`src/rtl/spi_slave.sv`:
```
// SPI target (CPOL=0, CPHA selectable by mode) with synchronized inputs,
// a one-deep TX holding register and a one-cycle rx_valid strobe.
// Optional SPI_SLAVE_OVR_EN adds rx_ack/rx_ovr unread-data overrun reporting.
module spi_slave #(
  parameter int unsigned WIDTH       = 8,
  parameter int unsigned SYNC_STAGES = 2
) (
  input  logic             clk,
  input  logic             rst,
  input  logic             sclk,
  input  logic             cs,
  input  logic             mosi,
  input  logic             mode,
  output logic             miso,
  input  logic [WIDTH-1:0] tx_data,
  input  logic             tx_valid,
  output logic             tx_ready,
  output logic [WIDTH-1:0] rx_data,
  output logic             rx_valid,
`ifdef SPI_SLAVE_OVR_EN
  input  logic             rx_ack,
  output logic             rx_ovr,
`endif
  output logic             busy
);

  localparam int unsigned CNT_W = (WIDTH > 1) ? $clog2(WIDTH) : 1;

  typedef enum logic {
    IDLE   = 1'b0,
    ACTIVE = 1'b1
  } state_t;

  state_t                 state;
  logic [SYNC_STAGES-1:0] sclk_sync;
  logic [SYNC_STAGES-1:0] cs_sync;
  logic [SYNC_STAGES-1:0] mosi_sync;
  logic                   sclk_d;
  logic                   cs_d;
  logic                   sclk_s;
  logic                   cs_s;
  logic                   mosi_s;
  logic                   sclk_rise;
  logic                   sclk_fall;
  logic                   cs_rise;
  logic                   cs_fall;
  logic                   sample_edge;
  logic                   shift_edge;
  logic                   last_bit;
  logic                   cs_load;
  logic                   frame_done;
  logic                   shift_load;
  logic                   mode_q;
  logic [CNT_W-1:0]       bit_cnt;
  logic [WIDTH-1:0]       tx_hold;
  logic [WIDTH-1:0]       tx_shift;
  logic [WIDTH-1:0]       rx_shift;
  logic [WIDTH-1:0]       rx_next;
  logic [WIDTH-1:0]       load_word;

  // Input synchronizers plus one extra delayed copy for edge detection
  always_ff @(posedge clk) begin
    if (rst) begin
      sclk_sync <= '0;
      cs_sync   <= '1;
      mosi_sync <= '0;
      sclk_d    <= 1'b0;
      cs_d      <= 1'b1;
    end else begin
      sclk_sync <= {sclk_sync[SYNC_STAGES-2:0], sclk};
      cs_sync   <= {cs_sync[SYNC_STAGES-2:0], cs};
      mosi_sync <= {mosi_sync[SYNC_STAGES-2:0], mosi};
      sclk_d    <= sclk_sync[SYNC_STAGES-1];
      cs_d      <= cs_sync[SYNC_STAGES-1];
    end
  end

  // Edge decode, bit-slot selection and shift-register load events
  always_comb begin
    sclk_s      = sclk_sync[SYNC_STAGES-1];
    cs_s        = cs_sync[SYNC_STAGES-1];
    mosi_s      = mosi_sync[SYNC_STAGES-1];
    sclk_rise   = sclk_s & ~sclk_d;
    sclk_fall   = ~sclk_s & sclk_d;
    cs_rise     = cs_s & ~cs_d;
    cs_fall     = ~cs_s & cs_d;
    sample_edge = mode_q ? sclk_fall : sclk_rise;
    shift_edge  = mode_q ? sclk_rise : sclk_fall;
    last_bit    = (bit_cnt == CNT_W'(WIDTH - 1));
    rx_next     = {rx_shift[WIDTH-2:0], mosi_s};
    cs_load     = (state == IDLE) && cs_fall;
    frame_done  = (state == ACTIVE) && !cs_rise && sample_edge && last_bit;
    shift_load  = cs_load || frame_done;
    load_word   = tx_ready ? '0 : tx_hold;
  end

  // TX holding register; a same-cycle consume takes the old (empty) content
  always_ff @(posedge clk) begin
    if (rst) begin
      tx_hold  <= '0;
      tx_ready <= 1'b1;
    end else if (tx_valid && tx_ready) begin
      tx_hold  <= tx_data;
      tx_ready <= 1'b0;
    end else if (shift_load) begin
      tx_ready <= 1'b1;
    end
  end

  // Frame FSM with shift registers and registered outputs
  always_ff @(posedge clk) begin
    if (rst) begin
      state    <= IDLE;
      busy     <= 1'b0;
      miso     <= 1'b0;
      mode_q   <= 1'b0;
      bit_cnt  <= '0;
      tx_shift <= '0;
      rx_shift <= '0;
      rx_data  <= '0;
      rx_valid <= 1'b0;
    end else begin
      rx_valid <= 1'b0;
      case (state)
        IDLE: begin
          miso    <= 1'b0;
          bit_cnt <= '0;
          if (cs_fall) begin
            state    <= ACTIVE;
            busy     <= 1'b1;
            rx_shift <= '0;
            // mode 0 presents the MSB before the first rising sclk
            if (!mode_q) begin
              miso     <= load_word[WIDTH-1];
              tx_shift <= {load_word[WIDTH-2:0], 1'b0};
            end else begin
              tx_shift <= load_word;
            end
          end else begin
            mode_q <= mode;
          end
        end
        ACTIVE: begin
          if (cs_rise) begin
            // End of select; any partial frame is dropped
            state    <= IDLE;
            busy     <= 1'b0;
            miso     <= 1'b0;
            bit_cnt  <= '0;
            rx_shift <= '0;
          end else begin
            if (shift_edge) begin
              miso     <= tx_shift[WIDTH-1];
              tx_shift <= {tx_shift[WIDTH-2:0], 1'b0};
            end
            if (sample_edge) begin
              rx_shift <= rx_next;
              if (last_bit) begin
                rx_data  <= rx_next;
                rx_valid <= 1'b1;
                bit_cnt  <= '0;
                tx_shift <= load_word;
              end else begin
                bit_cnt <= bit_cnt + CNT_W'(1);
              end
            end
          end
        end
        default: begin
          state <= IDLE;
          busy  <= 1'b0;
          miso  <= 1'b0;
        end
      endcase
    end
  end

`ifdef SPI_SLAVE_OVR_EN
  logic rx_pending;

  // Unread-data flag; an ack coincident with completion counts as read first
  always_ff @(posedge clk) begin
    if (rst) begin
      rx_pending <= 1'b0;
      rx_ovr     <= 1'b0;
    end else begin
      rx_ovr <= 1'b0;
      if (frame_done) begin
        rx_pending <= 1'b1;
        if (rx_pending && !rx_ack) rx_ovr <= 1'b1;
      end else if (rx_ack) begin
        rx_pending <= 1'b0;
      end
    end
  end
`endif

endmodule

```
`config.mk`:
```
export PLATFORM = sky130hd
export DESIGN_NAME = spi_slave
export DESIGN_NICKNAME = d
export VERILOG_FILES = /design/src/rtl/spi_slave.sv
export SDC_FILE = /design/constraint.sdc
export NUM_CORES = 1
export LEC_CHECK = 0
export BUFFER_PORTS_ARGS = -buffer_cell sky130_fd_sc_hd__buf_2
export CELL_PAD_IN_SITES_DETAIL_PLACEMENT = 1
export CELL_PAD_IN_SITES_GLOBAL_PLACEMENT = 1
export CORE_MARGIN = 3
export CORE_UTILIZATION = 43
export CTS_CLUSTER_SIZE = 20
export DETAILED_ROUTE_END_ITERATION = 8
export GPL_TIMING_DRIVEN = 0
export PLACE_DENSITY = 0.78
export SYNTH_ARGS = -nofsm -noshare
export SYNTH_HDL_FRONTEND = slang
export SYNTH_SLANG_ARGS = --single-unit
```
`constraint.sdc`:
```
create_clock -name clk -period 2.1 [get_ports clk]
set_clock_uncertainty 0.2 [all_clocks]
set_input_delay 0.42 -clock clk [delete_from_list [all_inputs] [get_ports clk]]
set_output_delay 0.42 -clock clk [all_outputs]
set_load 0.03 [all_outputs]
```
=== Yosys cells after proc, flatten, opt, wreduce, memory -nomap -nowiden ===
Index checks and enable logic that the tools add are counted.

* Register bits after elaboration: 48
* Output and inout bits: 12

* Equality and inequality tests: 6
* $add $sub $neg: 1
* Reduce and logical (&&, ||, !) cells: 14
* Bitwise logic cells: 12
* Muxes and demuxes: 32

{| class="wikitable"
|+ Operators by type and width
! operator !! number
|-
| $mux W8 || 7
|-
| $mux W7 || 3
|-
| $pmux W8 S2 || 1
|-
| $pmux W7 S2 || 1
|-
| $mux W1 || 13
|-
| $mux W3 || 3
|-
| $not A1 Y1 || 8
|-
| $reduce_and A2 Y1 || 4
|-
| $ne A3 B1 Y1 const B || 2
|-
| $pmux W1 S2 || 3
|-
| $pmux W3 S2 || 1
|-
| $logic_and A1 B1 Y1 || 5
|-
| $and A1 B1 Y1 || 4
|-
| $ne A2 B2 Y1 const B || 2
|-
| $reduce_and A4 Y1 || 1
|-
| $reduce_or A4 Y1 || 1
|-
| $add A3 B1 Y3 const B || 1
|-
| $eq A3 B3 Y1 const B || 1
|-
| $ne A2 B1 Y1 const B || 1
|-
| $reduce_bool A2 Y1 || 1
|-
| $logic_not A1 Y1 || 1
|-
| $logic_or A1 B1 Y1 || 1
|}

=== Longest topological paths before layout ===
* Depth after elaboration: 9
* Mapped depth: 8
* Mapped depth without buffers: 6

=== Least setup slack after synthesis ===
Ideal clock, no wire load.

* Path type: register -> register
* Start point: reg bit_cnt[0]
* End point: reg tx_shift[6]
* Clock period less this slack: 1.829 ns
* Stages on the path, launching flop included: 9
* Arrival: 1.543 ns
* Library setup time: 0.086 ns
* Slack: 0.271 ns
* Required time: 1.814 ns
* Path through: dfxtp_1 -> ha_1 -> ha_1 -> buf_4 -> clkbuf_1 -> nor3_1 -> o21ai_0 -> o2111ai_1 -> a211oi_1

* Word-level cells in the longest chain between the ends: 5

{| class="wikitable"
|+ RTL lines
! element !! line !! RTL
|-
| start: declaration || 54 || <nowiki>logic [CNT_W-1:0] bit_cnt;</nowiki>
|-
| start signal: assignment || 164 || <nowiki>bit_cnt <= bit_cnt + CNT_W'(1);</nowiki>
|-
| $eq A3 B3 Y1 || 89 || <nowiki>last_bit = (bit_cnt == CNT_W'(WIDTH - 1));</nowiki>
|-
| net last_bit || 49 || <nowiki>logic last_bit;</nowiki>
|-
| $mux W8 || 158 || <nowiki>if (last_bit) begin</nowiki>
|-
| $mux W8 || 156 || <nowiki>if (sample_edge) begin</nowiki>
|-
| $mux W8 || 144 || <nowiki>if (cs_rise) begin</nowiki>
|-
| $pmux W8 S2 || 124 || <nowiki>case (state)</nowiki>
|-
| end signal: assignment || 135 || <nowiki>tx_shift <= {load_word[WIDTH-2:0], 1'b0};</nowiki>
|-
| end signal: assignment || 154 || <nowiki>tx_shift <= {tx_shift[WIDTH-2:0], 1'b0};</nowiki>
|-
| end signal: assignment || 162 || <nowiki>tx_shift <= load_word;</nowiki>
|-
| end: declaration || 56 || <nowiki>logic [WIDTH-1:0] tx_shift;</nowiki>
|}

The timed path passes the listed nets, and every way through them passes these cells. The select of a mux whose other input is x is not followed.
A chain may end at the register's enable or synchronous reset.

=== Worst setup path in the final report ===
* Start point: reg bit_cnt[1]
* End point: reg tx_shift[2]

The elaborated chain is that of the path after synthesis.

==> out/metrics.csv <==
metric;value;unit
status;finished, final reports clean;
via_per_inst;5.769;
die_y;80.36;um
final_common_cell;dfxtp_1;
synth_edf_count;0;
vias;2227;
htree_num_levels;2;
power_frac_seq;53.9;%
die_w;80.36;um
fin_crit_sh;93.45;%
slew_headroom;60.44;%
drive_above_1_share;18.99;%
p_clk_share;33.0;%
grt_antenna_before_repair;0;
dpl_cell_area;2585;sq um
cts_root_buf;clkbuf_8;
critPathLaunch;bit_cnt[1];
clk_pin_slew_worst_paths;0.10;ns
ir_drop;0.3521;mV
setup_viol;0;
yosys_most_used_dff;dfxtp_1;
place_congestion;0.7998;
synth.ff_latch_count;48;
fin_util;51.58;%
ff_latch_area;962.2;sq um
cp.arrival;1.98;ns
finalHoldViolCount;0;
fmax;0.5096;GHz
swShare;28.58;%
num_rows;26;
worstSetupEndpointType;flip-flop;
crit_type;flip-flop to flip-flop;
layout_min_cycle_time;1.962;ns
power_density;670.3;nW/um^2
final_cell_area;2701;sq um
drc;0;
yosysUniqueCellTypes;45;
async_flop_share;0;%
worstMarginPinSlew;0.5935;ns
r2r_cells;7;
clkSinkCount;48;
worstReg2RegStart;bit_cnt[1];
wire_per_inst;16.87;um
crit_fanout;18;
cts_buffers;5;
antenna_left;0;
drt_wl_total;6510;um
leakagePower;1.041;nW
cp.required;2.12;ns
fin_nets;332;
n_fill_cell;665;
start_util;45.39;%
synth_nets;302;
p_int;0.001293;W
drt_iter0_drc;88;
switchingPower;0.0005175;W
io_buffer_count;24;
syn_inst;285;
ctsHoldBuffers;0;
holdWs;0.09218;ns
diodes;0;
whs_path_depth;2;
fp.dieArea;6457;sq um
clk_path_buf_depth;2;
syn_to_final_growth;13.63;%
ys_seq_area_share;40.42;%
gr-usage-all-layers;21.13;%
hp-start;cs;
syn-cell-area;2377;sq um
post-cts-setup-buffers;0;
dp_hpwl;4671;um
core-area;5238;sq um
pin_count;27;
postSynthAreaPerCell;8.341;sq um
grt_pass1_wl;10760;um
max_cap_viol_count;0;
hold_path_class;primary input to flip-flop;
clock_latency;0.31;ns
pwr-share-comb;13.1;%
report.final.slew_viol_count;0;
firstDrtPassIters;4;
grt_max_degree;19;
cts_tree;built;
multi_input_area;1274;sq um
cp-start-kind;flip-flop;
final_cell_mix;dfxtp_1, buf_2, a21oi_1, nand2_1, nor2_1;
ys.warnings.count;0;
grt_pass1_vias;2232;
gr-total-overflow;0;
-- registers in the layout, indices dropped and copies added (netlist names) --
name       cells
tx_shift       8
sclk_sync      2
mode_q         1
cs_sync        2
rx_data        8
state          1
tx_ready       1
mosi_sync      2
cs_d           1
busy           1
tx_hold        8
bit_cnt        3
sclk_d         1
rx_valid       1
rx_shift       7
miso           1
-- area by class of cell --
class / instances / share of cell area [%]
multi-input combinational: 203 / 47.15
sequential: 48 / 35.62
buffer: 23 / 4.539
timing repair buffer: 24 / 4.446
tap: 70 / 3.242
clock buffer: 6 / 3.057
inverter: 10 / 1.390
clock inverter: 2 / 0.5558
-- worst max-delay path, stage by stage, from the launching register on --
cell	delay, ns
dfxtp_1	0.38
ha_1	0.16
ha_1	0.17
buf_6	0.20
nor2b_1	0.09
o21ai_4	0.27
o2111ai_1	0.14
a211oi_1	0.27
-- power by group through the flow --
stage	clock network (W)	logic (W)	registers, W
2_1_floorplan	0	0.000157	0.000997
4_1_cts	0.000609	0.000233	0.000976
5_1_grt	0.000652	0.000266	0.000982
3_5_place_dp	0	0.000231	0.000997
6_report	0.000597	0.000238	0.000976
3_3_place_gp	0	0.000224	0.000996
-- final timing paths --
kind / endpoint / slack (ns)
max: tx_shift[2] / 0.14
min: cs_sync[0] / 0.09
max reg2reg: tx_shift[2] / 0.14
min reg2reg: cs_sync[1] / 0.22
-- what timing repair did --
| item | 4_1_cts | 5_1_grt |
|---|---|---|
| setup endpoints to repair | 7 | 7 |
| gates resized for setup | 0 | 5 |
| pin swaps | 0 | 1 |
| hold endpoints to repair | 0 | 0 |
-- stage by stage --
step	setup TNS [ns]	total power [W]	setup WS (ns)	instances
6_report	0	0.001811	0.1375	386
5_1_grt	-0.003306	0.001900	-0.003306	386
4_1_cts	0	0.001818	0.01893	386
3_5_place_dp	-0.2252	0.001228	-0.07879	379
3_3_place_gp	-0.04335	0.001220	-0.04214	379
2_1_floorplan	0	0.001154	0.2710	285
-- cell usage after synthesis, types with 2 or more instances --
cell type / instances / area share [%]
dfxtp_1: 48 / 40
a21oi_1: 26 / 5.5
nand2_1: 23 / 3.6
nor2_1: 20 / 3.2
nand3_1: 17 / 3.6
o21ai_0: 13 / 2.7
clkbuf_1: 10 / 1.6
inv_1: 10 / 1.6
a211oi_1: 9 / 2.8
nand4_1: 9 / 2.4
buf_2: 8 / 1.7
mux2i_1: 8 / 3.4
nor2b_1: 8 / 2.1
nor3_1: 8 / 1.7
o21a_1: 8 / 2.5
nor3b_1: 7 / 2.2
o2111ai_1: 7 / 2.6
o221ai_1: 7 / 2.6
buf_4: 4 / 1.3
or2_2: 3 / 0.79
a21o_1: 2 / 0.63
a22o_1: 2 / 0.74
a22oi_1: 2 / 0.63
ha_1: 2 / 1.1
nand2b_1: 2 / 0.53
o21ai_1: 2 / 0.42
o21ai_2: 2 / 0.74
-- cell families (layout without fill, tap and decap cells) --
group                    count (synthesis)  count (layout)  synth area share (%)
flip-flops                              48              48                 40.42
AND/OR/NAND/NOR                        103             103                 22.42
AO/OA/AOI/OAI                           89              89                 25.53
buffers and inverters                   34              65                 6.737
adder cells (fa/ha/maj)                  2               2                 1.052
multiplexers                             9               9                 3.842
-- routing by layer --
metal  up-vias  wire (um)  share of wire, %  track usage [%]
li1       1096          -                 -                -
met4         0         75               1.2            6.926
met2        32       3006                46            32.37
met5         -          0                 0                0
met1      1090       3261                50            30.08
met3         9        166               2.5            3.363
Note: power is estimated with default switching activity, not from simulation.
